File: config.mk
export PLATFORM = sky130hd
export DESIGN_NAME = camera_capture_ctrl
export DESIGN_NICKNAME = d
export VERILOG_FILES = /design/src/rtl/camera_capture_ctrl_pkg.sv /design/src/rtl/camera_capture_ctrl_fifo.sv /design/src/rtl/camera_capture_ctrl.sv
export SDC_FILE = /design/constraint.sdc
export NUM_CORES = 1
export LEC_CHECK = 0
export CAP_MARGIN = 25
export CELL_PAD_IN_SITES_DETAIL_PLACEMENT = 1
export CELL_PAD_IN_SITES_GLOBAL_PLACEMENT = 2
export CORE_ASPECT_RATIO = 1.75
export CORE_UTILIZATION = 30
export CTS_BUF_LIST = sky130_fd_sc_hd__clkbuf_8
export CTS_CLUSTER_DIAMETER = 100
export DETAILED_ROUTE_END_ITERATION = 8
export HOLD_SLACK_MARGIN = 0.15
export MAX_ROUTING_LAYER = met4
export PLACE_DENSITY = 0.54
export SLEW_MARGIN = 20
export SYNTH_ARGS = -nofsm -noshare
export SYNTH_HDL_FRONTEND = slang
export SYNTH_SLANG_ARGS = --single-unit
File: constraint.sdc
create_clock -name clk -period 6.75 [get_ports clk]
set_input_delay 1.35 -clock clk [delete_from_list [all_inputs] [get_ports clk]]
set_output_delay 1.35 -clock clk [all_outputs]
set_load 0.02 [all_outputs]
File: src/rtl/camera_capture_ctrl_pkg.sv
// Shared types and helpers for the camera capture controller.
package camera_capture_ctrl_pkg;

   // Capture sequencing states
   typedef enum logic [1:0] {
      ST_IDLE    = 2'd0,
      ST_WAIT_VS = 2'd1,
      ST_SYNC    = 2'd2,
      ST_ACTIVE  = 2'd3
   } state_t;

   // Ceiling log2 used to size counters and pointers from parameters
   function automatic int cam_clog2(input int value);
      int r;
      r = 0;
      while ((1 << r) < value) r++;
      return r;
   endfunction

endpackage

File: src/rtl/camera_capture_ctrl_fifo.sv
// Small synchronous FIFO holding packed words with their sideband bits.
// A push into a full FIFO is accepted when a pop happens in the same cycle.
module camera_capture_ctrl_fifo
   import camera_capture_ctrl_pkg::*;
#(
   parameter int WIDTH = 8,
   parameter int DEPTH = 8
) (
   input  logic             clk,
   input  logic             rst_n,
   input  logic             flush_i,
   input  logic             push_i,
   input  logic             pop_i,
   input  logic [WIDTH-1:0] data_i,
   output logic [WIDTH-1:0] data_o,
   output logic             full_o,
   output logic             empty_o
);
   localparam int AW = cam_clog2(DEPTH);

   logic [WIDTH-1:0] mem_q [DEPTH];
   logic [AW:0]      wr_q;
   logic [AW:0]      rd_q;
   logic             do_pop;
   logic             do_push;

   assign empty_o = (wr_q == rd_q);
   assign full_o  = (wr_q[AW] != rd_q[AW]) && (wr_q[AW-1:0] == rd_q[AW-1:0]);
   assign do_pop  = pop_i && !empty_o;
   assign do_push = push_i && (!full_o || do_pop);
   // Head is forced to zero while empty so stale entries never appear on the bus
   assign data_o  = empty_o ? '0 : mem_q[rd_q[AW-1:0]];

   // Storage write; contents need no reset because the head is gated by empty
   always_ff @(posedge clk) begin
      if (do_push && !flush_i) mem_q[wr_q[AW-1:0]] <= data_i;
   end

   // Pointer update; flush discards everything including a same-cycle push
   always_ff @(posedge clk or negedge rst_n) begin
      if (!rst_n) begin
         wr_q <= '0;
         rd_q <= '0;
      end else if (flush_i) begin
         wr_q <= '0;
         rd_q <= '0;
      end else begin
         if (do_push) wr_q <= wr_q + 1'b1;
         if (do_pop)  rd_q <= rd_q + 1'b1;
      end
   end

endmodule

File: src/rtl/camera_capture_ctrl.sv
// Camera capture controller: frame sequencing, byte packing into words,
// line/frame bookkeeping and a valid/ready output FIFO.
module camera_capture_ctrl
   import camera_capture_ctrl_pkg::*;
#(
   parameter int BPW        = 4,
   parameter int H_BYTES    = 1280,
   parameter int V_LINES    = 480,
   parameter int FIFO_DEPTH = 8
) (
   input  logic                              clk,
   input  logic                              rst_n,
   input  logic                              start_i,
   input  logic                              abort_i,
   input  logic                              continuous_i,
   input  logic                              vsync_i,
   input  logic                              href_i,
   input  logic [7:0]                        data_i,
   output logic [8*BPW-1:0]                  out_data_o,
   output logic                              out_valid_o,
   input  logic                              out_ready_i,
   output logic                              out_sof_o,
   output logic                              out_eol_o,
   output logic                              busy_o,
   output logic                              frame_done_o,
   output logic [15:0]                       frame_count_o,
   output logic [cam_clog2(V_LINES+1)-1:0]   line_count_o,
   output logic                              overflow_o,
   output logic                              line_err_o
);
   localparam int W   = 8 * BPW;
   localparam int IW  = cam_clog2(BPW);
   localparam int BCW = cam_clog2(H_BYTES + 2);
   localparam int LCW = cam_clog2(V_LINES + 1);

   state_t           state_q;
   logic             cont_q;
   logic [IW-1:0]    idx_q;
   logic [BCW-1:0]   byte_cnt_q;
   logic [W-1:0]     word_q;
   logic [W-1:0]     word_d;
   logic             href_prev_q;
   logic             sof_pend_q;
   logic             push_q;
   logic [W+1:0]     push_word_q;
   logic             frame_done_q;
   logic [15:0]      frame_count_q;
   logic [LCW-1:0]   line_count_q;
   logic             overflow_q;
   logic             line_err_q;

   logic             byte_en;
   logic             word_done;
   logic             href_fall;
   logic             fifo_pop;
   logic             fifo_full;
   logic             fifo_empty;
   logic [W+1:0]     fifo_head;

   assign byte_en   = (state_q == ST_ACTIVE) && href_i && !vsync_i;
   assign word_done = byte_en && (idx_q == IW'(BPW - 1));
   assign href_fall = (state_q == ST_ACTIVE) && href_prev_q && !href_i;
   assign fifo_pop  = out_valid_o && out_ready_i;

   // Lane merge: byte idx of a word goes to lane BPW-1-idx, so the first byte is the MSB
   for (genvar gi = 0; gi < BPW; gi++) begin : g_lane
      assign word_d[gi*8 +: 8] = (byte_en && (idx_q == IW'(BPW - 1 - gi))) ?
                                 data_i : word_q[gi*8 +: 8];
   end

   // Sequencer, packer, counters and sticky error flags
   always_ff @(posedge clk or negedge rst_n) begin
      if (!rst_n) begin
         state_q       <= ST_IDLE;
         cont_q        <= 1'b0;
         idx_q         <= '0;
         byte_cnt_q    <= '0;
         word_q        <= '0;
         href_prev_q   <= 1'b0;
         sof_pend_q    <= 1'b0;
         push_q        <= 1'b0;
         push_word_q   <= '0;
         frame_done_q  <= 1'b0;
         frame_count_q <= '0;
         line_count_q  <= '0;
         overflow_q    <= 1'b0;
         line_err_q    <= 1'b0;
      end else begin
         frame_done_q <= 1'b0;
         push_q       <= 1'b0;
         href_prev_q  <= href_i;
         if (push_q && fifo_full && !fifo_pop && !abort_i) overflow_q <= 1'b1;

         if (abort_i) begin
            state_q    <= ST_IDLE;
            idx_q      <= '0;
            byte_cnt_q <= '0;
            sof_pend_q <= 1'b0;
         end else begin
            case (state_q)
               ST_IDLE: begin
                  if (start_i) begin
                     state_q       <= ST_WAIT_VS;
                     cont_q        <= continuous_i;
                     frame_count_q <= '0;
                     line_count_q  <= '0;
                     overflow_q    <= 1'b0;
                     line_err_q    <= 1'b0;
                  end
               end
               ST_WAIT_VS: begin
                  if (vsync_i) state_q <= ST_SYNC;
               end
               ST_SYNC: begin
                  if (!vsync_i) begin
                     state_q      <= ST_ACTIVE;
                     sof_pend_q   <= 1'b1;
                     idx_q        <= '0;
                     byte_cnt_q   <= '0;
                     line_count_q <= '0;
                  end
               end
               ST_ACTIVE: begin
                  if (vsync_i) begin
                     frame_done_q  <= 1'b1;
                     frame_count_q <= frame_count_q + 16'd1;
                     if (line_count_q != LCW'(V_LINES)) line_err_q <= 1'b1;
                     state_q       <= cont_q ? ST_SYNC : ST_IDLE;
                  end
                  if (byte_en) begin
                     word_q <= word_d;
                     if (byte_cnt_q != BCW'(H_BYTES + 1)) byte_cnt_q <= byte_cnt_q + BCW'(1);
                     if (word_done) begin
                        idx_q       <= '0;
                        push_q      <= 1'b1;
                        push_word_q <= {sof_pend_q, (byte_cnt_q == BCW'(H_BYTES - 1)), word_d};
                        sof_pend_q  <= 1'b0;
                     end else begin
                        idx_q <= idx_q + IW'(1);
                     end
                  end
                  if (href_fall) begin
                     if (line_count_q != '1) line_count_q <= line_count_q + LCW'(1);
                     if (byte_cnt_q != BCW'(H_BYTES)) line_err_q <= 1'b1;
                     idx_q      <= '0;
                     byte_cnt_q <= '0;
                  end
               end
               default: state_q <= ST_IDLE;
            endcase
         end
      end
   end

   camera_capture_ctrl_fifo #(
      .WIDTH (W + 2),
      .DEPTH (FIFO_DEPTH)
   ) u_fifo (
      .clk     (clk),
      .rst_n   (rst_n),
      .flush_i (abort_i),
      .push_i  (push_q),
      .pop_i   (fifo_pop),
      .data_i  (push_word_q),
      .data_o  (fifo_head),
      .full_o  (fifo_full),
      .empty_o (fifo_empty)
   );

   assign out_valid_o   = !fifo_empty;
   assign out_data_o    = fifo_head[W-1:0];
   assign out_eol_o     = fifo_head[W];
   assign out_sof_o     = fifo_head[W+1];
   assign busy_o        = (state_q != ST_IDLE);
   assign frame_done_o  = frame_done_q;
   assign frame_count_o = frame_count_q;
   assign line_count_o  = line_count_q;
   assign overflow_o    = overflow_q;
   assign line_err_o    = line_err_q;

endmodule

Yosys cells after proc, flatten, opt, wreduce, memory -nomap -nowiden
Memories as Yosys holds them, arrays and structs flattened.
Index checks and enable logic that the tools add are counted.
{ "word_totals": {"word_cells": 152, "input_bits": 16, "register_bits": 121, "ram_bits": 272, "memories": 1} }
{ "classes": {"eq_ne": 27, "n_reduce_logical": 41, "add_sub_neg": 6, "muxes": 60, "bitwise_logic": 1} }
{ "mem_list": {"columns": ["memory", "depth", "width", "rd", "rd_ports_with_merged_regs", "wr", "line", "text"], "rows": [
  ["u_fifo.mem_q", 8, 34, 1, 0, 1, "camera_capture_ctrl_fifo.sv:21", "logic [WIDTH-1:0] mem_q [DEPTH];"]
]} }
{ "ops": {"columns": ["operator", "n"], "rows": [
  ["two-way mux 11 bit", 5],
  ["two-way mux 9 bit", 4],
  ["two-way mux 34 bit", 1],
  ["two-way mux 16 bit", 2],
  ["two-way mux 8 bit", 4],
  ["one-hot mux 16 bit (2 select lines)", 1],
  ["one-hot mux 9 bit (3 select lines)", 1],
  ["two-way mux 1 bit", 22],
  ["two-way mux 2 bit", 11],
  ["!= test 11 bit, second input constant", 2],
  ["one-hot mux 11 bit (2 select lines)", 1],
  ["AND reduction 4 bit", 5],
  ["!= test 3 bit, second input constant", 6],
  ["!= test 9 bit, second input constant", 2],
  ["adder 16 x 1 -> 16 bit, second input constant", 1],
  ["logical AND 1 bit", 16],
  ["two-way mux 4 bit", 4],
  ["AND reduction 3 bit", 4],
  ["adder 11 x 1 -> 11 bit, second input constant", 1],
  ["== test 11 bit, second input constant", 1],
  ["adder 9 x 1 -> 9 bit, second input constant", 1],
  ["adder 4 x 1 -> 4 bit, second input constant", 2],
  ["== test 2 bit, second input constant", 4],
  ["!= test 2 bit, second input constant", 4],
  ["18 further kinds", 30]
]} }

Depth between registers and ports, before layout
{ "logic_depth": {"ltp_word": 10, "mapped_depth": 9, "ltp_nobuf": 8} }

By module
A second synthesis with hierarchy kept.
{ "hier_totals": {"hier_cells": 983, "area_unflattened_um2": 16061.7} }
{ "modules_own_cells": {"columns": ["module", "n_inst", "cells_each", "seq_area_each_um2", "area_per_inst_um2"], "rows": [
  ["camera_capture_ctrl_fifo", 1, 514, 8368.0, 11000.6],
  ["camera_capture_ctrl", 1, 469, 2627.5, 5061.1]
]} }

Least setup slack after synthesis
OpenSTA, ideal clock, no wires.
{ "synth_timing": {"path_type": "input to register", "startpoint": "input port abort_i", "endpoint": "memory u_fifo.mem_q[0][0] (netlist name), enable pin", "setup_slack_ns": 1.066, "t_arrival_ns": 5.174, "path_buffers": 1, "stages": 3, "setup_time_ns": 0.510, "cell_sequence": "clkbuf_1 or2_2 nor4_1"} }
{ "synth_between": {"elab_chain_len": 4} }
{ "synth_rtl": {"columns": ["element", "line", "text"], "rows": [
  ["start, declared", "camera_capture_ctrl.sv:14", "input logic abort_i,"],
  ["zero test 1 bit", "camera_capture_ctrl_fifo.sv:36", "if (do_push && !flush_i) mem_q[wr_q[AW-1:0]] <= data_i;"],
  ["logical AND 1 bit", "camera_capture_ctrl_fifo.sv:36", null],
  ["two-way mux 1 bit", "camera_capture_ctrl_fifo.sv:36", null],
  ["two-way mux 1 bit (implied by the code)", "camera_capture_ctrl_fifo.sv:36", null],
  ["end, declared", "camera_capture_ctrl_fifo.sv:21", null]
]} }
No other way between the ends.

Final worst setup path
{ "layout_timing": {"startpoint": "register u_fifo.rd_q[0]", "endpoint": "output port out_data_o[5]"} }
{ "layout_between": {"elab_chain_len": 2} }
{ "layout_rtl": {"columns": ["element", "line", "text"], "rows": [
  ["start, declared", "camera_capture_ctrl_fifo.sv:23", "logic [AW:0] rd_q;"],
  ["start signal, assigned", "camera_capture_ctrl_fifo.sv:49", "if (do_pop) rd_q <= rd_q + 1'b1;"],
  ["memory (8 x 34 bit) / == test 4 bit (equally long branches)", null, null],
  ["two-way mux 34 bit (*)", "camera_capture_ctrl_fifo.sv:32", "assign data_o = empty_o ? '0 : mem_q[rd_q[AW-1:0]];"],
  ["end, declared", "camera_capture_ctrl.sv:19", "output logic [8*BPW-1:0] out_data_o,"]
]} }
Every way passes the cells marked *; elsewhere a longest branch is shown, timed or not.

==> results.tsv <==
metric	value	unit
highest clock rate	208	MHz
R2R Path End	u_fifo.mem_q[1][32]	
Worst-Skew Late Latency	0.63	ns
WL/cell	21.7	um
Pwr Density	256	nW/um^2
final hold viol count	0	
slew margin rel.	42.1	%
Avg Inst Size Synth	16.5	sq um
Hold Buf Count CTS	0	
finished layout cell area	18600	sq um
reg2reg start	u_fifo.rd_q[0]	
Row Count	110	
register area share after synthesis	70.2	%
Post-DP HPWL	22100	um
WP data required	5.40	ns
Post-route DRC	0	
Via Count	8579	
worst-case clock buffer depth	3	
status	finished, final reports clean	
worst reg-to-reg path cell count	6	
initial core utilization	30.4	%
Critical Path Start	u_fifo.rd_q[0]	
H-tree depth	2	
fin crit period	4.81	ns
YS warnings	0	
critical path class	register to primary output	
Syn Inst Count	948	
vias in the first global route	9753	
post-route ant nets	0	
final period utilization	71.2	%
fin nets	1094	
syn nets	977	
fill count	5278	
CTS root buffer	clkbuf_8	
library cells used by synthesis	55	
DIE HEIGHT	304	um
Num CTS Buffers	58	
DP Area	17300	sq um
layout cells sized above 1	20.7	%
area delta synth->final	18.9	%
Most used DFF post-synth	edfxtp_1	
switching share of total power	21.4	%
clock skew	0.0325	ns
Final Max Tran Viols	0	
Logic pwr share	1.8	%
CTS Sinks	385	
Synth Cell Area	15700	sq um
reg2reg setup slack	3.57	ns
Worst-Margin Slew	0.868	ns
leak pwr	0.00726	uW
first-pass GRT wire length	59800	um
Cell Chain, Critical Path	buf_4 > mux4_2 > mux2i_1 > nor2_1 > clkdlybuf4s50_1	
RSZ-0062 raised after global routing	false	
die width	175	um
postcts setup bufs	0	
PostCTS Resize Cnt	0	
Worst-path clk slew	0.07	ns
asr flop ratio synth	29.4	%
internal power	3750	uW
TritonRoute pass-1 iters	4	
RePlAce Congestion	0.689	
number of synthesized flops with an enable pin	272	
setup_tns	0	ns
P_sw	1020	uW
post-synthesis register bit count	385	
Sequential Power Share	52.9	%
drt total wl	38900	um
vias per inst	4.79	
max cap viols	0	
crit path max fanout	35	
Die Area	53200	sq um
core area	51500	sq um
Peak supply drop	0.000144	V
GRT Overall Usage	15.5	%
CP startpoint kind	register	
DRT iter0 DRCs	414	
pin count of the biggest net entering global routing	60	
# IOs	80	
WP data arrival	3.46	ns
Final Core Density	36.2	%
initial antenna violation count	3	
min-delay worst type	register to register	
Worst path slowest cell	dfrtp_4	
Final Setup Violations	0	
Port Buffer Count	79	
GR Overflow Total	0	
Critical Path End Type	primary output	
slowest cell delay on critical path	0.92	ns
end of the critical path	out_data_o[5]	
clock group share of total power	45.3	%
CTS tree	done	
==> critical path: cells and delay by family, from the launching register on <==
kind                   cells  cell delay (ns)
buffers and inverters      2             1.07
flip-flops                 1             0.92
multiplexers               2             0.75
AND/OR/NAND/NOR            1             0.07
==> worst min path at each step <==
| stage | from | slack (ns) | to | depth (start not counted) |
|---|---|---|---|---|
| after floorplan | sof_pend_q | 0.44 | push_word_q[33] | 2 |
| after global placement | overflow_o | 0.49 | overflow_o | 2 |
| after detailed placement | byte_cnt_q[9] | 0.49 | byte_cnt_q[9] | 1 |
| after CTS | word_q[13] | 0.51 | word_q[13] | 1 |
| after global routing | word_q[20] | 0.52 | word_q[20] | 1 |
| final | word_q[11] | 0.51 | word_q[11] | 1 |
==> metrics by stage <==
step	total power [uW]	cells	setup WS (ns)	hold slack (ns)
2_1_floorplan	2610	948	1.07	0.440
3_3_place_gp	2660	1677	2.43	0.486
3_5_place_dp	2660	1677	2.45	0.493
4_1_cts	4840	1787	1.75	0.510
5_1_grt	4940	1790	1.63	0.519
6_report	4770	1790	1.94	0.506
==> cell type report <==
type | instances | area [sq um] | area share [%]
well taps | 672 | 841 | 4.51
flip-flops and latches | 385 | 11000 | 59.1
inverters | 16 | 60.1 | 0.322
repair buffers | 98 | 931 | 5.00
clock buffers | 62 | 853 | 4.58
clock inverters | 48 | 462 | 2.48
multi-input cells | 506 | 4470 | 24.0
diodes | 3 | 7.51 | 0.0403
==> layer usage <==
| layer | GRT usage (%) | share of wire [%] | wire, um |
|---|---|---|---|
| met2 | 27.7 | 54 | 20900 |
| met1 | 17.2 | 39 | 15300 |
| met3 | 2.85 | 4.3 | 1680 |
| met5 | - | 0 | 0 |
| met4 | 4.87 | 2.4 | 922 |
==> kinds of logic after synthesis <==
logic type | Yosys count | share of synthesized area (%)
DFF | 385 | 70.2
and+or+nand+nor | 230 | 6.81
muxes | 155 | 15.5
AOI/OAI and AO/OA | 83 | 3.42
buffers and inverters | 57 | 1.60
xor gates and xnor gates | 25 | 1.40
adders and majority gates | 13 | 1.04
==> placed cells by master (no fill, tap or decap), drive strengths merged, types with 4 or more instances in the layout <==
cell	instances
dfrtp	113
nand3	15
inv	27
buf	20
clkdlybuf4s50	78
edfxtp	272
mux4	68
or3	6
xnor2	6
bufinv	9
clkinv	26
mux2	26
nand2	87
mux2i	61
a21oi	17
a22o	4
nand4	10
nand2b	4
nor4	5
a31oi	6
ha	13
nor3	15
nor2	70
xor2	19
o21ai	41
clkbuf	62
==> flip-flops by register name, summed over array words and instances (netlist names) <==
| signal | cells |
|---|---|
| line_count_o | 9 |
| u_fifo.wr_q | 4 |
| frame_count_o | 16 |
| state_q | 2 |
| idx_q | 2 |
| frame_done_o | 1 |
| push_q | 1 |
| href_prev_q | 1 |
| line_err_o | 1 |
| sof_pend_q | 1 |
| push_word_q | 34 |
| byte_cnt_q | 11 |
| word_q | 24 |
| overflow_o | 1 |
| cont_q | 1 |
| u_fifo.rd_q | 4 |
| u_fifo.mem_q | 272 |
==> power groups by stage <==
stage	Sequential, uW	Combinational [uW]	Clock (uW)
after floorplan	2570	34.9	0
after global placement	2570	88.0	0
after detailed placement	2570	89.0	0
after CTS	2520	89.0	2230
after global routing	2520	94.8	2320
final	2530	85.0	2160
==> cell usage after synthesis, drive strengths merged, types with 2 or more instances <==
cell type  number  area (sq um)
a2111oi         2          55.1
a21boi          2          18.8
a21oi          17          88.8
a22o            4          35.0
a31oi           6          37.5
a41oi           3          26.3
and2            2          12.5
and3            3          18.8
and4            3          27.5
buf            22           119
clkbuf         19          71.3
dfrtp         113          2830
edfxtp        272          8170
ha             13           163
inv            15          56.3
mux2           26           293
mux2i          61           611
mux4           68          1530
nand2          87           327
nand2b          4          25.0
nand3          15          75.1
nand4          10          62.6
nor2           70           273
nor3           15          85.1
nor4            5          31.3
nor4b           2          23.8
o21a            2          15.0
o21ai          41           205
or3             6          37.5
xnor2           6          52.6
xor2           19           166
(Power assumes the default switching activity.)
